### src/rtl/arb_pkg.sv
// Shared definitions for memory_arbiter.
//   arb_state_e      : arbiter FSM state encoding
//   REQ_INST/REQ_DATA: requester identifiers used by the grant selector
//   STARVE_LIMIT_DEF : default consecutive-data-grant limit for the starve guard
package arb_pkg;

    typedef enum logic [2:0] {
        IDLE    = 3'd0,
        GRANT_I = 3'd1,
        GRANT_D = 3'd2,
        DONE_I  = 3'd3,
        DONE_D  = 3'd4
    } arb_state_e;

    localparam logic REQ_INST = 1'b0;
    localparam logic REQ_DATA = 1'b1;

    localparam int STARVE_LIMIT_DEF = 4;

endpackage

### src/rtl/memory_arbiter_if.sv
// Bus bundle between the pipeline requesters, the arbiter and the unified memory.
//   INST_*  : fetch requester (read only)
//   DATA_*  : MEM-stage requester (read/write)
//   MEM_*   : single-port memory side
// Modports:
//   slave  : the arbiter's view (requests and memory responses in, results and strobes out)
//   master : the environment's view (pipeline + memory), the mirror of slave
interface memory_arbiter_if #(
    parameter int ADDR_W = 32,
    parameter int DATA_W = 32
);
    logic              INST_READ;
    logic [ADDR_W-1:0] INST_ADDRESS;
    logic [DATA_W-1:0] INST_READDATA;
    logic              INST_BUSYWAIT;

    logic              DATA_READ;
    logic              DATA_WRITE;
    logic [ADDR_W-1:0] DATA_ADDRESS;
    logic [DATA_W-1:0] DATA_WRITEDATA;
    logic [DATA_W-1:0] DATA_READDATA;
    logic              DATA_BUSYWAIT;

    logic              MEM_READ;
    logic              MEM_WRITE;
    logic [ADDR_W-1:0] MEM_ADDRESS;
    logic [DATA_W-1:0] MEM_WRITEDATA;
    logic [DATA_W-1:0] MEM_READDATA;
    logic              MEM_BUSYWAIT;

    modport slave (
        input  INST_READ, INST_ADDRESS,
        output INST_READDATA, INST_BUSYWAIT,
        input  DATA_READ, DATA_WRITE, DATA_ADDRESS, DATA_WRITEDATA,
        output DATA_READDATA, DATA_BUSYWAIT,
        output MEM_READ, MEM_WRITE, MEM_ADDRESS, MEM_WRITEDATA,
        input  MEM_READDATA, MEM_BUSYWAIT
    );

    modport master (
        output INST_READ, INST_ADDRESS,
        input  INST_READDATA, INST_BUSYWAIT,
        output DATA_READ, DATA_WRITE, DATA_ADDRESS, DATA_WRITEDATA,
        input  DATA_READDATA, DATA_BUSYWAIT,
        input  MEM_READ, MEM_WRITE, MEM_ADDRESS, MEM_WRITEDATA,
        output MEM_READDATA, MEM_BUSYWAIT
    );

endinterface

### src/rtl/arb_grant_select.sv
// Picks which requester the arbiter serves next.
// Optional macro ARB_STARVE_GUARD_EN adds a counter of consecutive data grants
// taken while fetch is waiting; at STARVE_LIMIT, fetch is picked over data.
// Without the macro data always has strict priority and there is no state.
// Ports:
//   clk, rst   : clock / synchronous active-high reset (starve guard only)
//   arb_en     : arbiter is at an arbitration point this cycle (starve guard only)
//   inst_req   : fetch request pending
//   data_req   : load or store pending
//   pick_valid : some requester is pending
//   pick_req   : REQ_DATA or REQ_INST
module arb_grant_select
    import arb_pkg::*;
`ifdef ARB_STARVE_GUARD_EN
#(
    parameter int STARVE_LIMIT = STARVE_LIMIT_DEF
)
`endif
(
`ifdef ARB_STARVE_GUARD_EN
    input  logic clk,
    input  logic rst,
    input  logic arb_en,
`endif
    input  logic inst_req,
    input  logic data_req,
    output logic pick_valid,
    output logic pick_req
);

`ifdef ARB_STARVE_GUARD_EN
    localparam int CNT_W = $clog2(STARVE_LIMIT + 1);
    localparam logic [CNT_W-1:0] LIMIT = CNT_W'(STARVE_LIMIT);

    logic [CNT_W-1:0] starve_cnt_q;
    logic [CNT_W-1:0] starve_cnt_d;
    logic             starve_hit;

    always_comb begin
        starve_hit   = (starve_cnt_q == LIMIT);
        pick_valid   = inst_req | data_req;
        pick_req     = (data_req && !(inst_req && starve_hit)) ? REQ_DATA : REQ_INST;
        starve_cnt_d = starve_cnt_q;
        // The count only means "fetch has been waiting", so it clears as soon
        // as fetch stops asking, not just when fetch is granted.
        if (!inst_req) begin
            starve_cnt_d = '0;
        end else if (arb_en && pick_valid) begin
            if (pick_req == REQ_DATA) begin
                starve_cnt_d = starve_cnt_q + 1'b1;
            end else begin
                starve_cnt_d = '0;
            end
        end
    end

    always_ff @(posedge clk) begin
        if (rst) begin
            starve_cnt_q <= '0;
        end else begin
            starve_cnt_q <= starve_cnt_d;
        end
    end
`else
    always_comb begin
        pick_valid = inst_req | data_req;
        pick_req   = data_req ? REQ_DATA : REQ_INST;
    end
`endif

endmodule

### src/rtl/memory_arbiter.sv
// Shares one single-port multi-cycle memory between instruction fetch (read only)
// and the MEM stage (read/write). Data has priority; the optional macro
// ARB_STARVE_GUARD_EN bounds how long fetch can be held off.
// Ports:
//   CLK   : clock, rising edge
//   RESET : synchronous active-high reset
//   bus   : memory_arbiter_if.slave (requester and memory signals)
// All MEM_* outputs and both READDATA outputs are registered; the BUSYWAIT
// outputs are combinational: request active and not in the matching DONE state.
module memory_arbiter
    import arb_pkg::*;
#(
    parameter int ADDR_W       = 32,
    parameter int DATA_W       = 32,
    parameter int STARVE_LIMIT = STARVE_LIMIT_DEF
)(
    input  logic                CLK,
    input  logic                RESET,
    memory_arbiter_if.slave     bus
);

    arb_state_e        state_q, state_d;
    logic              mem_read_q, mem_read_d;
    logic              mem_write_q, mem_write_d;
    logic [ADDR_W-1:0] mem_addr_q, mem_addr_d;
    logic [DATA_W-1:0] mem_wdata_q, mem_wdata_d;
    logic [DATA_W-1:0] inst_rdata_q, inst_rdata_d;
    logic [DATA_W-1:0] data_rdata_q, data_rdata_d;
    logic              issued_q, issued_d;

    logic inst_req;
    logic data_req;
    logic pick_valid;
    logic pick_req;

    assign inst_req = bus.INST_READ;
    assign data_req = bus.DATA_READ | bus.DATA_WRITE;

`ifdef ARB_STARVE_GUARD_EN
    logic arb_en;
    assign arb_en = (state_q == IDLE) || (state_q == DONE_I) || (state_q == DONE_D);

    arb_grant_select #(
        .STARVE_LIMIT (STARVE_LIMIT)
    ) u_grant_select (
        .clk        (CLK),
        .rst        (RESET),
        .arb_en     (arb_en),
        .inst_req   (inst_req),
        .data_req   (data_req),
        .pick_valid (pick_valid),
        .pick_req   (pick_req)
    );
`else
    arb_grant_select u_grant_select (
        .inst_req   (inst_req),
        .data_req   (data_req),
        .pick_valid (pick_valid),
        .pick_req   (pick_req)
    );
`endif

    always_comb begin
        state_d      = state_q;
        mem_read_d   = mem_read_q;
        mem_write_d  = mem_write_q;
        mem_addr_d   = mem_addr_q;
        mem_wdata_d  = mem_wdata_q;
        inst_rdata_d = inst_rdata_q;
        data_rdata_d = data_rdata_q;
        issued_d     = issued_q;

        case (state_q)
            IDLE, DONE_I, DONE_D: begin
                if (pick_valid) begin
                    issued_d = 1'b0;
                    if (pick_req == REQ_DATA) begin
                        state_d     = GRANT_D;
                        mem_addr_d  = bus.DATA_ADDRESS;
                        mem_wdata_d = bus.DATA_WRITEDATA;
                        // A store wins when both strobes are raised together.
                        mem_write_d = bus.DATA_WRITE;
                        mem_read_d  = ~bus.DATA_WRITE;
                    end else begin
                        state_d     = GRANT_I;
                        mem_addr_d  = bus.INST_ADDRESS;
                        mem_read_d  = 1'b1;
                        mem_write_d = 1'b0;
                    end
                end else begin
                    state_d = IDLE;
                end
            end

            GRANT_I, GRANT_D: begin
                // The memory cannot have reacted to the strobe in the cycle it
                // was raised, so MEM_BUSYWAIT is only trusted once issued.
                // A withdrawn request still runs to completion here.
                if (!issued_q) begin
                    issued_d = 1'b1;
                end else if (!bus.MEM_BUSYWAIT) begin
                    if (mem_read_q) begin
                        if (state_q == GRANT_I) begin
                            inst_rdata_d = bus.MEM_READDATA;
                        end else begin
                            data_rdata_d = bus.MEM_READDATA;
                        end
                    end
                    mem_read_d  = 1'b0;
                    mem_write_d = 1'b0;
                    state_d     = (state_q == GRANT_I) ? DONE_I : DONE_D;
                end
            end

            default: begin
                state_d     = IDLE;
                mem_read_d  = 1'b0;
                mem_write_d = 1'b0;
            end
        endcase
    end

    always_ff @(posedge CLK) begin
        if (RESET) begin
            state_q      <= IDLE;
            mem_read_q   <= 1'b0;
            mem_write_q  <= 1'b0;
            mem_addr_q   <= '0;
            mem_wdata_q  <= '0;
            inst_rdata_q <= '0;
            data_rdata_q <= '0;
            issued_q     <= 1'b0;
        end else begin
            state_q      <= state_d;
            mem_read_q   <= mem_read_d;
            mem_write_q  <= mem_write_d;
            mem_addr_q   <= mem_addr_d;
            mem_wdata_q  <= mem_wdata_d;
            inst_rdata_q <= inst_rdata_d;
            data_rdata_q <= data_rdata_d;
            issued_q     <= issued_d;
        end
    end

    assign bus.MEM_READ      = mem_read_q;
    assign bus.MEM_WRITE     = mem_write_q;
    assign bus.MEM_ADDRESS   = mem_addr_q;
    assign bus.MEM_WRITEDATA = mem_wdata_q;
    assign bus.INST_READDATA = inst_rdata_q;
    assign bus.DATA_READDATA = data_rdata_q;
    assign bus.INST_BUSYWAIT = inst_req && (state_q != DONE_I);
    assign bus.DATA_BUSYWAIT = data_req && (state_q != DONE_D);

endmodule

### src/flat_wrapper.sv
// flat-port wrapper written by rule: the top's interface ports become plain ports
module memory_arbiter_flat import arb_pkg::*;
#(
    parameter int ADDR_W       = 32,
    parameter int DATA_W       = 32,
    parameter int STARVE_LIMIT = STARVE_LIMIT_DEF
)
  (CLK, RESET, bus_INST_READ, bus_INST_ADDRESS, bus_INST_READDATA, bus_INST_BUSYWAIT, bus_DATA_READ, bus_DATA_WRITE, bus_DATA_ADDRESS, bus_DATA_WRITEDATA, bus_DATA_READDATA, bus_DATA_BUSYWAIT, bus_MEM_READ, bus_MEM_WRITE, bus_MEM_ADDRESS, bus_MEM_WRITEDATA, bus_MEM_READDATA, bus_MEM_BUSYWAIT);
  memory_arbiter_if #(.ADDR_W(ADDR_W), .DATA_W(DATA_W)) bus_i ();
  input  logic CLK;
  input  logic RESET;
  input wire logic [$bits(bus_i.INST_READ)-1:0] bus_INST_READ;
  input wire logic [$bits(bus_i.INST_ADDRESS)-1:0] bus_INST_ADDRESS;
  output wire logic [$bits(bus_i.INST_READDATA)-1:0] bus_INST_READDATA;
  output wire logic [$bits(bus_i.INST_BUSYWAIT)-1:0] bus_INST_BUSYWAIT;
  input wire logic [$bits(bus_i.DATA_READ)-1:0] bus_DATA_READ;
  input wire logic [$bits(bus_i.DATA_WRITE)-1:0] bus_DATA_WRITE;
  input wire logic [$bits(bus_i.DATA_ADDRESS)-1:0] bus_DATA_ADDRESS;
  input wire logic [$bits(bus_i.DATA_WRITEDATA)-1:0] bus_DATA_WRITEDATA;
  output wire logic [$bits(bus_i.DATA_READDATA)-1:0] bus_DATA_READDATA;
  output wire logic [$bits(bus_i.DATA_BUSYWAIT)-1:0] bus_DATA_BUSYWAIT;
  output wire logic [$bits(bus_i.MEM_READ)-1:0] bus_MEM_READ;
  output wire logic [$bits(bus_i.MEM_WRITE)-1:0] bus_MEM_WRITE;
  output wire logic [$bits(bus_i.MEM_ADDRESS)-1:0] bus_MEM_ADDRESS;
  output wire logic [$bits(bus_i.MEM_WRITEDATA)-1:0] bus_MEM_WRITEDATA;
  input wire logic [$bits(bus_i.MEM_READDATA)-1:0] bus_MEM_READDATA;
  input wire logic [$bits(bus_i.MEM_BUSYWAIT)-1:0] bus_MEM_BUSYWAIT;
  assign bus_i.INST_READ = bus_INST_READ;
  assign bus_i.INST_ADDRESS = bus_INST_ADDRESS;
  assign bus_INST_READDATA = bus_i.INST_READDATA;
  assign bus_INST_BUSYWAIT = bus_i.INST_BUSYWAIT;
  assign bus_i.DATA_READ = bus_DATA_READ;
  assign bus_i.DATA_WRITE = bus_DATA_WRITE;
  assign bus_i.DATA_ADDRESS = bus_DATA_ADDRESS;
  assign bus_i.DATA_WRITEDATA = bus_DATA_WRITEDATA;
  assign bus_DATA_READDATA = bus_i.DATA_READDATA;
  assign bus_DATA_BUSYWAIT = bus_i.DATA_BUSYWAIT;
  assign bus_MEM_READ = bus_i.MEM_READ;
  assign bus_MEM_WRITE = bus_i.MEM_WRITE;
  assign bus_MEM_ADDRESS = bus_i.MEM_ADDRESS;
  assign bus_MEM_WRITEDATA = bus_i.MEM_WRITEDATA;
  assign bus_i.MEM_READDATA = bus_MEM_READDATA;
  assign bus_i.MEM_BUSYWAIT = bus_MEM_BUSYWAIT;
  memory_arbiter #(.ADDR_W(ADDR_W), .DATA_W(DATA_W), .STARVE_LIMIT(STARVE_LIMIT)) u_core (.CLK(CLK), .RESET(RESET), .bus(bus_i));
endmodule
### config.mk
export PLATFORM = sky130hd
export DESIGN_NAME = memory_arbiter_flat
export DESIGN_NICKNAME = d
export VERILOG_FILES = /design/src/rtl/arb_pkg.sv /design/src/rtl/memory_arbiter_if.sv /design/src/rtl/arb_grant_select.sv /design/src/rtl/memory_arbiter.sv /design/src/flat_wrapper.sv
export SDC_FILE = /design/constraint.sdc
export NUM_CORES = 1
export LEC_CHECK = 0
export CORE_ASPECT_RATIO = 0.5
export CORE_MARGIN = 8
export CORE_UTILIZATION = 40
export CTS_BUF_LIST = sky130_fd_sc_hd__clkbuf_16
export CTS_CLUSTER_SIZE = 14
export DETAILED_ROUTE_END_ITERATION = 12
export GPL_TIMING_DRIVEN = 1
export PLACE_DENSITY = 0.8
export SETUP_SLACK_MARGIN = 0.4
export SYNTH_ARGS = -nofsm -noshare
export SYNTH_HDL_FRONTEND = slang
export SYNTH_HIERARCHICAL = 1
export SYNTH_SLANG_ARGS = --single-unit
export TNS_END_PERCENT = 1
### constraint.sdc
create_clock -name CLK -period 1.9 [get_ports CLK]
set_input_delay 0.285 -clock CLK [delete_from_list [all_inputs] [get_ports CLK]]
set_output_delay 0.285 -clock CLK [all_outputs]
set_load 0.01 [all_outputs]
After elaboration in Yosys (flattened, before gate mapping)
Index checks and enable logic that the tools add are counted.

Register bits: 134. Output and inout bits: 132. Logic and storage cells: 53. Input port bits: 134.

Multiplexer cells: 18. Bitwise gates (word level): 5. Reduce and logical (&&, ||, !) cells: 13. Equal/unequal tests: 9.

Operators with widths (number): $mux W32 (1); $reduce_and A5 Y1 (2); $mux W3 (3); $mux W1 (8); $eq A3 B2 Y1 const B (2); $pmux W1 S2 (3); $pmux W3 S2 (1); $reduce_and A2 Y1 (3); $reduce_and A3 Y1 (2); $mux W2 (2); $ne A2 B1 Y1 const B (2); $eq A3 B1 Y1 const B (1); $eq A3 B3 Y1 const B (1); $logic_not A3 Y1 (1); $ne A3 B2 Y1 const B (1); $ne A3 B3 Y1 const B (1); $not A1 Y1 (3); $reduce_or A3 Y1 (1); $logic_and A1 B1 Y1 (2); $ne A2 B2 Y1 const B (1); $or A1 B1 Y1 (2); $reduce_bool A2 Y1 (1); $reduce_or A2 Y1 (1).

Depth between registers and ports, before layout
Gate-level depths: netlist of the first run.

Word-level depth: 5. Depth in mapped cells: 8. Mapped depth without buffers: 6.

Hierarchy
Netlist of the first run, hierarchy kept.

By module, submodules not included: memory_arbiter (area each 5203.7 um2, times used 1, cells each 574, seq. area each 2682.6 um2); arb_grant_select (area each 13.8 um2, times used 1, cells each 2, seq. area each 0.0 um2).

Worst setup path before layout of the first run
No wires, ideal clock.

Kind: input to register. Start point: in bus_DATA_WRITE. End point: reg u_core.mem_wdata_q[24] (netlist: u_core/bus.MEM_WRITEDATA[24]). Setup slack: 0.314 ns. Arrival time: 1.459 ns. Buffers on the path: 3. Setup time: 0.128 ns. Data required time: 1.772 ns. Stages: 8. Path through: or2_2 > buf_4 > buf_2 > nand2_1 > a21oi_4 > buf_8 > mux2i_1 > nor2_1.

Cells in the longest elaborated chain, start to end: 3. Elaborated cells on any way between the ends: 4. Those cells by class: 1 x mux; 2 x bitwise; 1 x reduce/logical.

RTL lines: from (decl) (RTL line flat_wrapper.sv:17) `input wire logic [$bits(bus_i.DATA_WRITE)-1:0] bus_DATA_WRITE;`; $or A1 B1 Y1 (RTL line memory_arbiter.sv:37) `assign data_req = bus.DATA_READ | bus.DATA_WRITE;`; $mux W1 (RTL line arb_grant_select.sv:67) `pick_req = data_req ? REQ_DATA : REQ_INST;`; via u_core.pick_req (RTL line memory_arbiter.sv:34) `logic pick_req;`; $reduce_and A3 Y1 (no source line); to (signal assigned) (RTL line memory_arbiter.sv:138) `mem_wdata_q <= mem_wdata_d;`; to (decl) (RTL line memory_arbiter.sv:26) `logic [DATA_W-1:0] mem_wdata_q, mem_wdata_d;`.

The timed path passes the listed nets, and every way through them passes these cells. A chain may end at the register's enable or synchronous reset.

Worst setup path in the final report of the first run
Start point: in bus_DATA_READ. End point: reg u_core.mem_wdata_q[11] (netlist: u_core/bus.MEM_WRITEDATA[11]).

Cells in the longest elaborated chain, start to end: 3. Elaborated cells on any way between the ends: 4. Those cells by class: 1 x mux; 2 x bitwise; 1 x reduce/logical.

RTL lines: from (decl) (RTL line flat_wrapper.sv:16) `input wire logic [$bits(bus_i.DATA_READ)-1:0] bus_DATA_READ;`; $or A1 B1 Y1 (RTL line memory_arbiter.sv:37); via u_core.data_req (RTL line memory_arbiter.sv:32) `logic data_req;`; $or A1 B1 Y1 (RTL line arb_grant_select.sv:66) `pick_valid = inst_req | data_req;`; via u_core.pick_valid (RTL line memory_arbiter.sv:33) `logic pick_valid;`; $reduce_and A3 Y1 (no source line).

The timed path passes the listed nets, and every way through them passes these cells.

==> impl_metrics.prom, run 1 <==
# TYPE chip_impl_metric gauge
chip_impl_info{name="outcome",value="finished, final reports clean"} 1
chip_impl_metric{name="ys.warnings.count",unit=""} 6
chip_impl_info{name="clock_tree.root_cell",value="clkbuf_16"} 1
chip_impl_metric{name="global_route_wire_length_before_repair",unit="mm"} 27.3
chip_impl_metric{name="antennaDiodeCount",unit=""} 0
chip_impl_info{name="worstSetupEndpointType",value="flip-flop"} 1
chip_impl_metric{name="seqCellArea",unit="mm^2"} 0.00269
chip_impl_metric{name="routedWlPerCell",unit="um"} 17.9
chip_impl_metric{name="num-fill-cells",unit=""} 962
chip_impl_metric{name="clkLatencyLatePin",unit="ns"} 0.40
chip_impl_metric{name="final.period_utilization",unit=""} 0.899
chip_impl_metric{name="vdd_ir_drop_max",unit="V"} 0.000596
chip_impl_metric{name="cts.path.max_buffers",unit=""} 2
chip_impl_metric{name="fmaxAchievable",unit="GHz"} 0.585
chip_impl_metric{name="grt_max_degree",unit=""} 44
chip_impl_metric{name="cts_hold_repair.buffers",unit=""} 0
chip_impl_metric{name="first_global_vias",unit=""} 5093
chip_impl_metric{name="multi_input_area",unit="mm^2"} 0.00235
chip_impl_metric{name="clk_pin_slew",unit="ns"} 0.06
chip_impl_info{name="startpoint_of_the_worst_register_to_register_path",value="u_core/state_q[0]"} 1
chip_impl_metric{name="layout-drive-gt1-share",unit=""} 0.126
chip_impl_metric{name="core_area",unit="mm^2"} 0.0127
chip_impl_metric{name="drtPass1Iterations",unit=""} 5
chip_impl_metric{name="design.final.nets",unit=""} 986
chip_impl_metric{name="buffers_plus_inverters_on_the_worst_setup_path",unit=""} 3
chip_impl_metric{name="dp.final_hpwl",unit="mm"} 12.9
chip_impl_metric{name="netlist_area",unit="mm^2"} 0.00522
chip_impl_metric{name="grt.overflow.total",unit=""} 0
chip_impl_info{name="synth_area_leaders",value="dfxtp_1 51%, mux2i_1 12%, nand2_1 9.4%"} 1
chip_impl_metric{name="vias_per_cell",unit=""} 4.88
chip_impl_metric{name="dp_worst_setup_slack",unit="ns"} -0.133
chip_impl_metric{name="synth_fp_nets",unit=""} 710
chip_impl_metric{name="h-tree-depth",unit=""} 4
chip_impl_metric{name="initialDrtViolationCount",unit=""} 260
chip_impl_metric{name="num_io_pins",unit=""} 266
chip_impl_metric{name="overall_die_area",unit="mm^2"} 0.0172
chip_impl_metric{name="tritoncts_num_sinks",unit=""} 134
chip_impl_metric{name="final_antenna_net_count",unit=""} 0
chip_impl_metric{name="power_per_cell_area",unit="mW/mm^2"} 898
chip_impl_info{name="cts_tree",value="built"} 1
chip_impl_metric{name="core.rowCount",unit=""} 29
chip_impl_info{name="start_kind",value="input port"} 1
chip_impl_metric{name="worstPathArrival",unit="ns"} 1.97
chip_impl_metric{name="cp_max_fo",unit=""} 5
chip_impl_metric{name="syn_avg_cell_area",unit="um^2"} 9.06
chip_impl_metric{name="setup_clock_skew_after_layout",unit="ns"} 0.0150
chip_impl_metric{name="post_synth_inst_count",unit=""} 576
chip_impl_metric{name="placement.io_buffers",unit=""} 265
chip_impl_metric{name="maxSlewHeadroom",unit=""} 0.675
chip_impl_metric{name="final_period_minus_worst_setup_slack",unit="ns"} 1.71
chip_impl_metric{name="cp_slowest_stage_delay",unit="ns"} 0.39
chip_impl_metric{name="die_h",unit="um"} 96.8
chip_impl_info{name="critical_path_class",value="in -> reg"} 1
chip_impl_metric{name="synth_top_cell_area_share",unit=""} 0.514
chip_impl_metric{name="drcViolationCount",unit=""} 0
chip_impl_info{name="timing.critical_path.max_delay_family",value="simple AND/OR/NAND/NOR gates"} 1
chip_impl_metric{name="post-route-util",unit=""} 0.710
chip_impl_metric{name="route.vias.total",unit=""} 5051
chip_impl_metric{name="cts_buffers",unit=""} 17
chip_impl_metric{name="die_width",unit="um"} 178
chip_impl_info{name="grt_setup_unrepaired",value="yes"} 1
chip_impl_metric{name="dp_cells",unit=""} 986
chip_impl_metric{name="initial_core_util",unit=""} 0.411
chip_impl_metric{name="cp.depth",unit=""} 9
chip_impl_info{name="critical_path.cell_chain",value="clkdlybuf4s50_1 > or2_4 > or2_4 > nand2_2 > a21oi_4 > buf_12 > buf_6 > mux2i_1 > nor2_1"} 1
chip_impl_metric{name="ys_seq_area_frac",unit=""} 0.514
chip_impl_metric{name="reg2reg_slack",unit="ns"} 0.20
chip_impl_info{name="critical_path.endpoint",value="u_core/bus.MEM_WRITEDATA[11]"} 1
chip_impl_metric{name="static-leakage-power",unit="nW"} 3.53
chip_impl_metric{name="worst_pin_slew",unit="ns"} 0.488
chip_impl_metric{name="drv_cap",unit=""} 0
chip_impl_metric{name="ff2ff_path_depth",unit=""} 7
chip_impl_info{name="critical_path.slowest_cell",value="clkdlybuf4s50_1"} 1
chip_impl_info{name="crit_start",value="bus_DATA_READ"} 1
chip_impl_metric{name="finalSetupViolations",unit=""} 0
chip_impl_metric{name="final_cell_count_no_fill",unit=""} 1035
chip_impl_metric{name="ys_ff_latch",unit=""} 134
chip_impl_metric{name="timing.final.hold_violations",unit=""} 0
chip_impl_metric{name="finalMaxSlewViolations",unit=""} 0
chip_impl_info{name="timing.rr.end",value="u_core/bus.MEM_WRITEDATA[11]"} 1
chip_impl_metric{name="grtUsageTotal",unit=""} 0.195
chip_impl_info{name="dominant_cell_type_by_area_after_synthesis",value="dfxtp_1"} 1
chip_impl_info{name="critical-path-top-cell-by-count",value="or2_4"} 1
chip_impl_metric{name="ys_types",unit=""} 35
chip_impl_metric{name="antenna_found_initial",unit=""} 0
chip_impl_metric{name="routabilityCongestion",unit=""} 0.791
chip_impl_metric{name="critical_path_required_time",unit="ns"} 2.16
chip_impl_metric{name="final.setup.worst_slack",unit="ns"} 0.192
chip_impl_metric{name="layout_overhead_on_the_synthesized_area",unit="%"} 72.8
chip_impl_info{name="hp-class",value="in -> reg"} 1
chip_impl_metric{name="wirelength",unit="mm"} 18.6
[Yosys cell counts, drive strengths merged]
master  count
nand3b      2
nand4b      1
nor2b       1
a31oi       2
and2        1
nand2b      2
nand3       2
mux2i      64
o21ai       5
nor3b       2
xnor2       1
and3        2
and3b       1
nor3        1
or2         3
a21oi      69
a22oi       1
mux2        1
nand2     130
dfxtp     134
nor2       70
clkbuf     21
a211oi     32
buf        25
inv         2
a21boi      1
[area by class of cell]
type / count / share of cell area
clock buffers: 17 / 0.0472
well taps: 170 / 0.0236
inverters: 2 / 0.00111
clock inverters: 15 / 0.0180
flip-flops and latches: 134 / 0.299
repair buffers: 303 / 0.351
multi-input cells: 394 / 0.261
[metal layers]
metal  wire length [um]  share of wire  track usage  up-vias
met2              10000           0.54        0.371      141
met5                  0              0            0        -
met3               1070          0.058       0.0516       31
met4                486          0.026       0.0803        0
li1                   -              -            -     2489
met1               6970           0.38        0.199     2390
[registers in the layout, summed over array words and instances, names as in the netlist]
signal	flops
u_core/bus.MEM_ADDRESS	32
u_core/bus.MEM_READ	1
u_core/bus.MEM_WRITE	1
u_core/state_q	3
u_core/issued_q	1
u_core/bus.INST_READDATA	32
u_core/bus.DATA_READDATA	32
u_core/bus.MEM_WRITEDATA	32
[logic make-up after synthesis]
group | synth area share
AOI/OAI and AO/OA | 0.136
xor gates and xnor gates | 0.00168
buffers and inverters | 0.0542
DFF | 0.514
muxes | 0.125
and+or+nand+nor | 0.169
[power breakdown]
group | leakage, nW | internal, mW | total, mW | switching, mW
logic | 2.15 | 1.01 | 1.74 | 0.723
clock network | 0.279 | 2.05 | 3.25 | 1.21
registers | 1.10 | 2.99 | 3.11 | 0.110
total | 3.53 | 6.05 | 8.10 | 2.04
[through the flow]
step	power [mW]	hold WS, ns	cell area, um^2	TNS, ns
after floorplan	3.84	0.421	5220	0
after global placement	4.60	0.440	8070	-2.25
after detailed placement	4.64	0.445	8070	-5.25
after CTS	7.90	0.316	8660	0
after global routing	8.44	0.340	9020	0
final	8.10	0.326	9020	0
[cells in the final DEF, fill, tap and decap left out, drive strengths merged, types with 3 or more instances in the layout]
| cell type | Yosys | layout |
|---|---|---|
| a211oi | 32 | 32 |
| a21oi | 69 | 69 |
| buf | 25 | 36 |
| bufinv | 0 | 3 |
| clkbuf | 21 | 22 |
| clkdlybuf4s50 | 0 | 259 |
| clkinv | 0 | 6 |
| clkinvlp | 0 | 4 |
| dfxtp | 134 | 134 |
| inv | 2 | 4 |
| mux2i | 64 | 64 |
| nand2 | 130 | 130 |
| nor2 | 70 | 70 |
| o21ai | 5 | 5 |
| or2 | 3 | 3 |
[worst min-delay path by stage]
stage,from,to,slack [ns],depth (start not counted)
floorplan,bus_MEM_READDATA[0],u_core/bus.DATA_READDATA[0],0.42,2
global placement,u_core/bus.INST_READDATA[18],u_core/bus.INST_READDATA[18],0.44,2
detailed placement,u_core/bus.DATA_READDATA[3],u_core/bus.DATA_READDATA[3],0.45,2
CTS,RESET,u_core/bus.MEM_WRITEDATA[23],0.32,2
global route,RESET,u_core/bus.MEM_WRITEDATA[14],0.34,2
finish,RESET,u_core/bus.MEM_WRITEDATA[23],0.33,2
[timing repair]
item	4_1_cts	5_1_grt
endpoints found under the setup margin	241	246
buffers inserted	0	10
pin swaps	1	6
resized for setup	14	29
cloned	0	7
No activity file was read; power rests on OpenSTA's default activity.
==> run 2: changes to the inputs <==
- CORE_MARGIN: 8 -> not set
==> impl_metrics.prom, run 2 (synthesis gave the netlist of run 1 again) <==
# TYPE chip_impl_metric gauge
chip_impl_metric{name="cts.path.max_buffers",unit=""} 2
chip_impl_metric{name="buffers_plus_inverters_on_the_worst_setup_path",unit=""} 1
chip_impl_metric{name="vdd_ir_drop_max",unit="V"} 0.000572
chip_impl_metric{name="antenna_found_initial",unit=""} 0
chip_impl_metric{name="final.period_utilization",unit=""} 0.859
chip_impl_metric{name="seqCellArea",unit="mm^2"} 0.00269
chip_impl_metric{name="setup_tns",unit="ns"} 0
chip_impl_metric{name="num-fill-cells",unit=""} 998
chip_impl_metric{name="final_cell_count_no_fill",unit=""} 1028
chip_impl_info{name="critical_path.slowest_cell",value="clkdlybuf4s50_1"} 1
chip_impl_metric{name="dp.final_hpwl",unit="mm"} 11.1
chip_impl_metric{name="overall_die_area",unit="mm^2"} 0.0135
chip_impl_metric{name="setup_clock_skew_after_layout",unit="ns"} 0.00932
chip_impl_metric{name="design_power",unit="mW"} 8.20
chip_impl_metric{name="drtPass1Iterations",unit=""} 5
chip_impl_metric{name="layout-drive-gt1-share",unit=""} 0.104
chip_impl_info{name="start_kind",value="flip-flop"} 1
chip_impl_info{name="cts_tree",value="built"} 1
chip_impl_metric{name="grt_max_degree",unit=""} 49
chip_impl_metric{name="maxSlewHeadroom",unit=""} 0.650
chip_impl_info{name="critical_path_class",value="reg -> out"} 1
chip_impl_metric{name="dp_cells",unit=""} 990
chip_impl_metric{name="design.final.nets",unit=""} 979
chip_impl_metric{name="cts_hold_repair.buffers",unit=""} 0
chip_impl_info{name="layout_commonest_cell",value="clkdlybuf4s50_1"} 1
chip_impl_metric{name="route.vias.total",unit=""} 4988
chip_impl_metric{name="worstPathArrival",unit="ns"} 1.35
chip_impl_metric{name="static-leakage-power",unit="nW"} 3.50
chip_impl_metric{name="critical_path_required_time",unit="ns"} 1.62
chip_impl_metric{name="stdcell_area",unit="mm^2"} 0.00886
chip_impl_info{name="hp-class",value="in -> reg"} 1
chip_impl_info{name="critical_path.cell_chain",value="clkdlybuf4s50_1"} 1
chip_impl_metric{name="timing.final.hold_violations",unit=""} 0
chip_impl_metric{name="placement.io_buffers",unit=""} 265
chip_impl_metric{name="core_area",unit="mm^2"} 0.0127
chip_impl_metric{name="final_period_minus_worst_setup_slack",unit="ns"} 1.63
chip_impl_metric{name="multi_input_area",unit="mm^2"} 0.00228
chip_impl_metric{name="worst_pin_slew",unit="ns"} 0.526
chip_impl_metric{name="routedWlPerCell",unit="um"} 15.9
chip_impl_metric{name="fmaxAchievable",unit="GHz"} 0.613
chip_impl_metric{name="routabilityCongestion",unit=""} 0.786
chip_impl_metric{name="cp_slowest_stage_delay",unit="ns"} 0.61
chip_impl_metric{name="global_route_wire_length_before_repair",unit="mm"} 23.3
chip_impl_metric{name="vias_per_cell",unit=""} 4.85
chip_impl_info{name="outcome",value="finished, final reports clean"} 1
chip_impl_metric{name="die_h",unit="um"} 82.8
chip_impl_metric{name="grtUsageTotal",unit=""} 0.224
chip_impl_metric{name="grt.overflow.total",unit=""} 0
chip_impl_metric{name="num_io_pins",unit=""} 266
chip_impl_metric{name="layout_overhead_on_the_synthesized_area",unit="%"} 69.9
chip_impl_info{name="final_cell_mix",value="258 x clkdlybuf4s50_1, 131 x dfxtp_1, 129 x nand2_1"} 1
chip_impl_metric{name="finalSetupViolations",unit=""} 0
chip_impl_metric{name="core.rowCount",unit=""} 29
chip_impl_info{name="timing.critical_path.max_delay_family",value="buffers and inverters"} 1
chip_impl_metric{name="first_global_vias",unit=""} 4648
chip_impl_info{name="worstSetupEndpointType",value="primary output"} 1
chip_impl_metric{name="cts_buffers",unit=""} 17
chip_impl_metric{name="initial_core_util",unit=""} 0.411
chip_impl_metric{name="h-tree-depth",unit=""} 4
chip_impl_metric{name="drv_cap",unit=""} 0
chip_impl_metric{name="post-route-util",unit=""} 0.698
chip_impl_info{name="clock_tree.root_cell",value="clkbuf_16"} 1
chip_impl_metric{name="cp_max_fo",unit=""} 2
chip_impl_metric{name="power_per_cell_area",unit="mW/mm^2"} 925
chip_impl_metric{name="tritoncts_num_sinks",unit=""} 134
chip_impl_metric{name="initialDrtViolationCount",unit=""} 289
chip_impl_metric{name="final_antenna_net_count",unit=""} 0
chip_impl_metric{name="finalMaxSlewViolations",unit=""} 0
chip_impl_metric{name="clk_pin_slew",unit="ns"} 0.06
chip_impl_metric{name="clkLatencyLatePin",unit="ns"} 0.41
chip_impl_info{name="grt_setup_unrepaired",value="yes"} 1
chip_impl_metric{name="placement.cell_area",unit="mm^2"} 0.00811
chip_impl_metric{name="drcViolationCount",unit=""} 0
chip_impl_metric{name="antennaDiodeCount",unit=""} 0
chip_impl_metric{name="wirelength",unit="mm"} 16.3
chip_impl_metric{name="die_width",unit="um"} 164
## run 2: layer usage
metal / part of all wire / vias to the layer above / wire [um] / global-route usage
li1: - / 2475 / - / -
met1: 0.41 / 2355 / 6640 / 0.251
met2: 0.53 / 142 / 8700 / 0.425
met3: 0.051 / 16 / 835 / 0.0539
met4: 0.010 / 0 / 165 / 0.0676
met5: 0 / - / 0 / 0
## run 2: final timing paths
check | end | slack [ns] | depth (start not counted) | startpoint
worst max register to register | u_core/bus.MEM_ADDRESS[0] | 0.27 | 6 | u_core/state_q[2]
worst max-delay path | bus_MEM_WRITEDATA[14] | 0.27 | 1 | u_core/bus.MEM_WRITEDATA[14]
worst min register to register | u_core/bus.INST_READDATA[24] | 0.45 | 2 | u_core/bus.INST_READDATA[24]
worst min-delay path | u_core/bus.MEM_WRITE | 0.32 | 4 | bus_DATA_WRITE
## run 2: stage by stage
stage          setup WS (ns)  hold slack, ns
6_report               0.268           0.323
5_1_grt                0.186           0.316
4_1_cts                0.166           0.330
3_5_place_dp          -0.107           0.446
3_3_place_gp         -0.0714           0.441
2_1_floorplan          0.371           0.421
## run 2: timing repair
item | CTS | global route
gates cloned | 0 | 1
endpoints found under the setup margin | 263 | 264
pin swaps | 0 | 1
buffers inserted | 0 | 5
endpoints found under the hold margin | 0 | 0
gates resized for setup | 10 | 17
## run 2: final cells by class
type,count,area share
Timing Repair Buffer,296,0.342
Inverter,2,0.000847
Clock inverter,15,0.0237
Sequential cell,134,0.304
Tap cell,170,0.0240
Clock buffer,17,0.0480
Multi-Input combinational cell,394,0.258
## run 2: report_power, final
group	internal (mW)	leakage, nW	total, mW	switching (mW)
combinational	0.900	2.10	1.55	0.645
sequential	2.99	1.10	3.10	0.107
clock	2.31	0.302	3.55	1.24
==> run 3: changes to the inputs <==
- CORE_UTILIZATION: 40 -> 36
- GPL_ROUTABILITY_DRIVEN: not set -> 0
- PLACE_DENSITY: 0.8 -> 0.76
- SLEW_MARGIN: not set -> 20
- clock period: 1.9 -> 1.34 ns (I/O delays scaled with it)
==> impl_metrics.prom, run 3 (synthesis gave the netlist of run 1 again) <==
# TYPE chip_impl_metric gauge
chip_impl_info{name="outcome",value="finished with violations"} 1
chip_impl_info{name="violations",value="setup timing"} 1
chip_impl_info{name="cts_tree",value="built"} 1
chip_impl_metric{name="final_antenna_net_count",unit=""} 0
chip_impl_metric{name="finalMaxSlewViolations",unit=""} 0
chip_impl_info{name="final_cell_mix",value="130 x clkdlybuf4s50_1, 130 x dfxtp_1, 129 x nand2_1"} 1
chip_impl_metric{name="cts_hold_repair.buffers",unit=""} 0
chip_impl_metric{name="vdd_ir_drop_max",unit="V"} 0.000918
chip_impl_info{name="worstSetupEndpointType",value="flip-flop"} 1
chip_impl_metric{name="drtPass1Iterations",unit=""} 4
chip_impl_metric{name="reg2reg_slack",unit="ns"} -0.19
chip_impl_metric{name="finalSetupViolations",unit=""} 127
chip_impl_metric{name="num-fill-cells",unit=""} 1124
chip_impl_metric{name="clkLatencyLatePin",unit="ns"} 0.41
chip_impl_metric{name="grt.overflow.total",unit=""} 0
chip_impl_metric{name="dp_cells",unit=""} 1010
chip_impl_metric{name="worstPathArrival",unit="ns"} 1.87
chip_impl_metric{name="ff2ff_path_depth",unit=""} 6
chip_impl_metric{name="buffers_plus_inverters_on_the_worst_setup_path",unit=""} 2
chip_impl_metric{name="maxSlewHeadroom",unit=""} 0.819
chip_impl_metric{name="worst_pin_slew",unit="ns"} 0.265
chip_impl_metric{name="h-tree-depth",unit=""} 4
chip_impl_metric{name="num_io_pins",unit=""} 266
chip_impl_metric{name="grt_max_degree",unit=""} 43
chip_impl_info{name="timing.critical_path.max_delay_family",value="simple AND/OR/NAND/NOR gates"} 1
chip_impl_metric{name="setup_clock_skew_after_layout",unit="ns"} 0.00917
chip_impl_metric{name="final_cell_count_no_fill",unit=""} 1060
chip_impl_info{name="start_kind",value="flip-flop"} 1
chip_impl_metric{name="cp.depth",unit=""} 6
chip_impl_metric{name="fmaxAchievable",unit="GHz"} 0.652
chip_impl_metric{name="drv_cap",unit=""} 0
chip_impl_metric{name="critical_path_required_time",unit="ns"} 1.68
chip_impl_metric{name="dp_worst_setup_slack",unit="ns"} -0.639
chip_impl_metric{name="layout-drive-gt1-share",unit=""} 0.300
chip_impl_metric{name="drcViolationCount",unit=""} 0
chip_impl_metric{name="clk_pin_slew",unit="ns"} 0.06
chip_impl_info{name="critical_path.cell_chain",value="buf_6 > nor3b_4 > and3_4 > clkbuf_16 > nand2_1 > a21oi_2"} 1
chip_impl_metric{name="final.setup.worst_slack",unit="ns"} -0.194
chip_impl_metric{name="cts.path.max_buffers",unit=""} 2
chip_impl_metric{name="p_int",unit="mW"} 8.29
chip_impl_metric{name="final_period_minus_worst_setup_slack",unit="ns"} 1.53
chip_impl_metric{name="overall_die_area",unit="mm^2"} 0.0150
chip_impl_metric{name="antennaDiodeCount",unit=""} 0
chip_impl_info{name="critical_path.endpoint",value="u_core/bus.DATA_READDATA[28]"} 1
chip_impl_metric{name="placement.io_buffers",unit=""} 265
chip_impl_info{name="grt_setup_unrepaired",value="yes"} 1
chip_impl_metric{name="power_per_cell_area",unit="mW/mm^2"} 1280
chip_impl_metric{name="static-leakage-power",unit="nW"} 3.79
chip_impl_metric{name="tritoncts_num_sinks",unit=""} 134
chip_impl_info{name="critical_path.slowest_cell",value="dfxtp_4"} 1
chip_impl_metric{name="cts_buffers",unit=""} 17
chip_impl_info{name="startpoint_of_the_worst_register_to_register_path",value="u_core/state_q[0]"} 1
chip_impl_metric{name="initial_core_util",unit=""} 0.377
chip_impl_info{name="timing.rr.end",value="u_core/bus.DATA_READDATA[28]"} 1
chip_impl_info{name="clock_tree.root_cell",value="clkbuf_16"} 1
chip_impl_metric{name="grtUsageTotal",unit=""} 0.212
chip_impl_metric{name="global_route_wire_length_before_repair",unit="mm"} 24.7
chip_impl_metric{name="seqPwrFrac",unit=""} 0.391
chip_impl_metric{name="core.rowCount",unit=""} 30
chip_impl_info{name="crit_start",value="u_core/state_q[0]"} 1
chip_impl_metric{name="timing.final.hold_violations",unit=""} 0
chip_impl_metric{name="netSwitchingFraction",unit=""} 0.265
chip_impl_metric{name="vias_per_cell",unit=""} 4.80
chip_impl_metric{name="wirelength",unit="mm"} 16.9
chip_impl_metric{name="layout_overhead_on_the_synthesized_area",unit="%"} 68.6
chip_impl_metric{name="power.switching",unit="mW"} 2.98
chip_impl_info{name="hp-class",value="in -> reg"} 1
chip_impl_metric{name="route.vias.total",unit=""} 5084
chip_impl_metric{name="final.period_utilization",unit=""} 1.15
chip_impl_metric{name="initialDrtViolationCount",unit=""} 232
chip_impl_metric{name="die_width",unit="um"} 172
chip_impl_metric{name="die_h",unit="um"} 87.1
chip_impl_metric{name="design.final.nets",unit=""} 989
chip_impl_info{name="critical_path_class",value="reg -> reg"} 1
chip_impl_metric{name="antenna_found_initial",unit=""} 0
chip_impl_metric{name="routedWlPerCell",unit="um"} 16.0
chip_impl_metric{name="dp.final_hpwl",unit="mm"} 11.3
chip_impl_metric{name="cp_max_fo",unit=""} 8
chip_impl_metric{name="clockPowerShare",unit=""} 0.404
chip_impl_metric{name="cp_slowest_stage_delay",unit="ns"} 0.38
chip_impl_metric{name="core_area",unit="mm^2"} 0.0139
chip_impl_metric{name="comb_power_share",unit=""} 0.205
chip_impl_metric{name="first_global_vias",unit=""} 4875
## run 3: through the flow
| step | total power [mW] | TNS, ns | util | instance area, um^2 | hold slack (ns) |
|---|---|---|---|---|---|
| floorplan | 5.45 | -6.87 | - | 5220 | 0.337 |
| global placement | 6.51 | -49.27 | 0.588 | 8140 | 0.441 |
| detailed placement | 6.56 | -51.67 | 0.588 | 8140 | 0.446 |
| CTS | 11.1 | -10.04 | 0.618 | 8560 | 0.149 |
| global route | 11.7 | -19.47 | 0.635 | 8800 | 0.195 |
| finish | 11.3 | -10.94 | 0.635 | 8800 | 0.182 |
## run 3: worst min path at each step
stage                                startpoint  cells after the start                     endpoint
floorplan                   bus_MEM_READDATA[0]                      2  u_core/bus.DATA_READDATA[0]
global placement    u_core/bus.DATA_READDATA[3]                      2  u_core/bus.DATA_READDATA[3]
detailed placement  u_core/bus.DATA_READDATA[0]                      2  u_core/bus.DATA_READDATA[0]
CTS                                       RESET                      2            u_core/state_q[0]
global route                              RESET                      2   u_core/bus.MEM_ADDRESS[30]
finish                                    RESET                      2            u_core/state_q[1]
## run 3: power by group through the flow
stage	sequential, mW	clock (mW)	combinational [mW]
after detailed placement	4.47	0	2.09
after CTS	4.40	4.61	2.12
final	4.41	4.55	2.31
after global routing	4.44	4.80	2.45
after global placement	4.46	0	2.05
after floorplan	4.57	0	0.878
## run 3: routing by layer
metal  global-route usage  vias up  wire length, um
met5                    0        -                0
met4               0.0853        0              395
met3               0.0527       29             1000
met2                0.371      153             8360
met1                0.251     2394             7170
li1                     -     2508                -
## run 3: what timing repair did
item                       in CTS  in global routing
hold endpoints to repair        0                  0
resized for setup             551                 56
setup endpoints to repair     266                266
buffers inserted                6                  4
pin swaps                      17                 21
gates cloned                    3                  5
## run 3: final cells by class
cell class / count / area, um^2 / share of cell area
Tap cell: 192 / 240 / 0.0273
Clock buffer: 17 / 425 / 0.0484
Timing Repair Buffer: 306 / 2860 / 0.326
Inverter: 2 / 10.0 / 0.00114
Clock inverter: 15 / 155 / 0.0176
Multi-Input combinational cell: 394 / 2410 / 0.274
Sequential cell: 134 / 2690 / 0.306
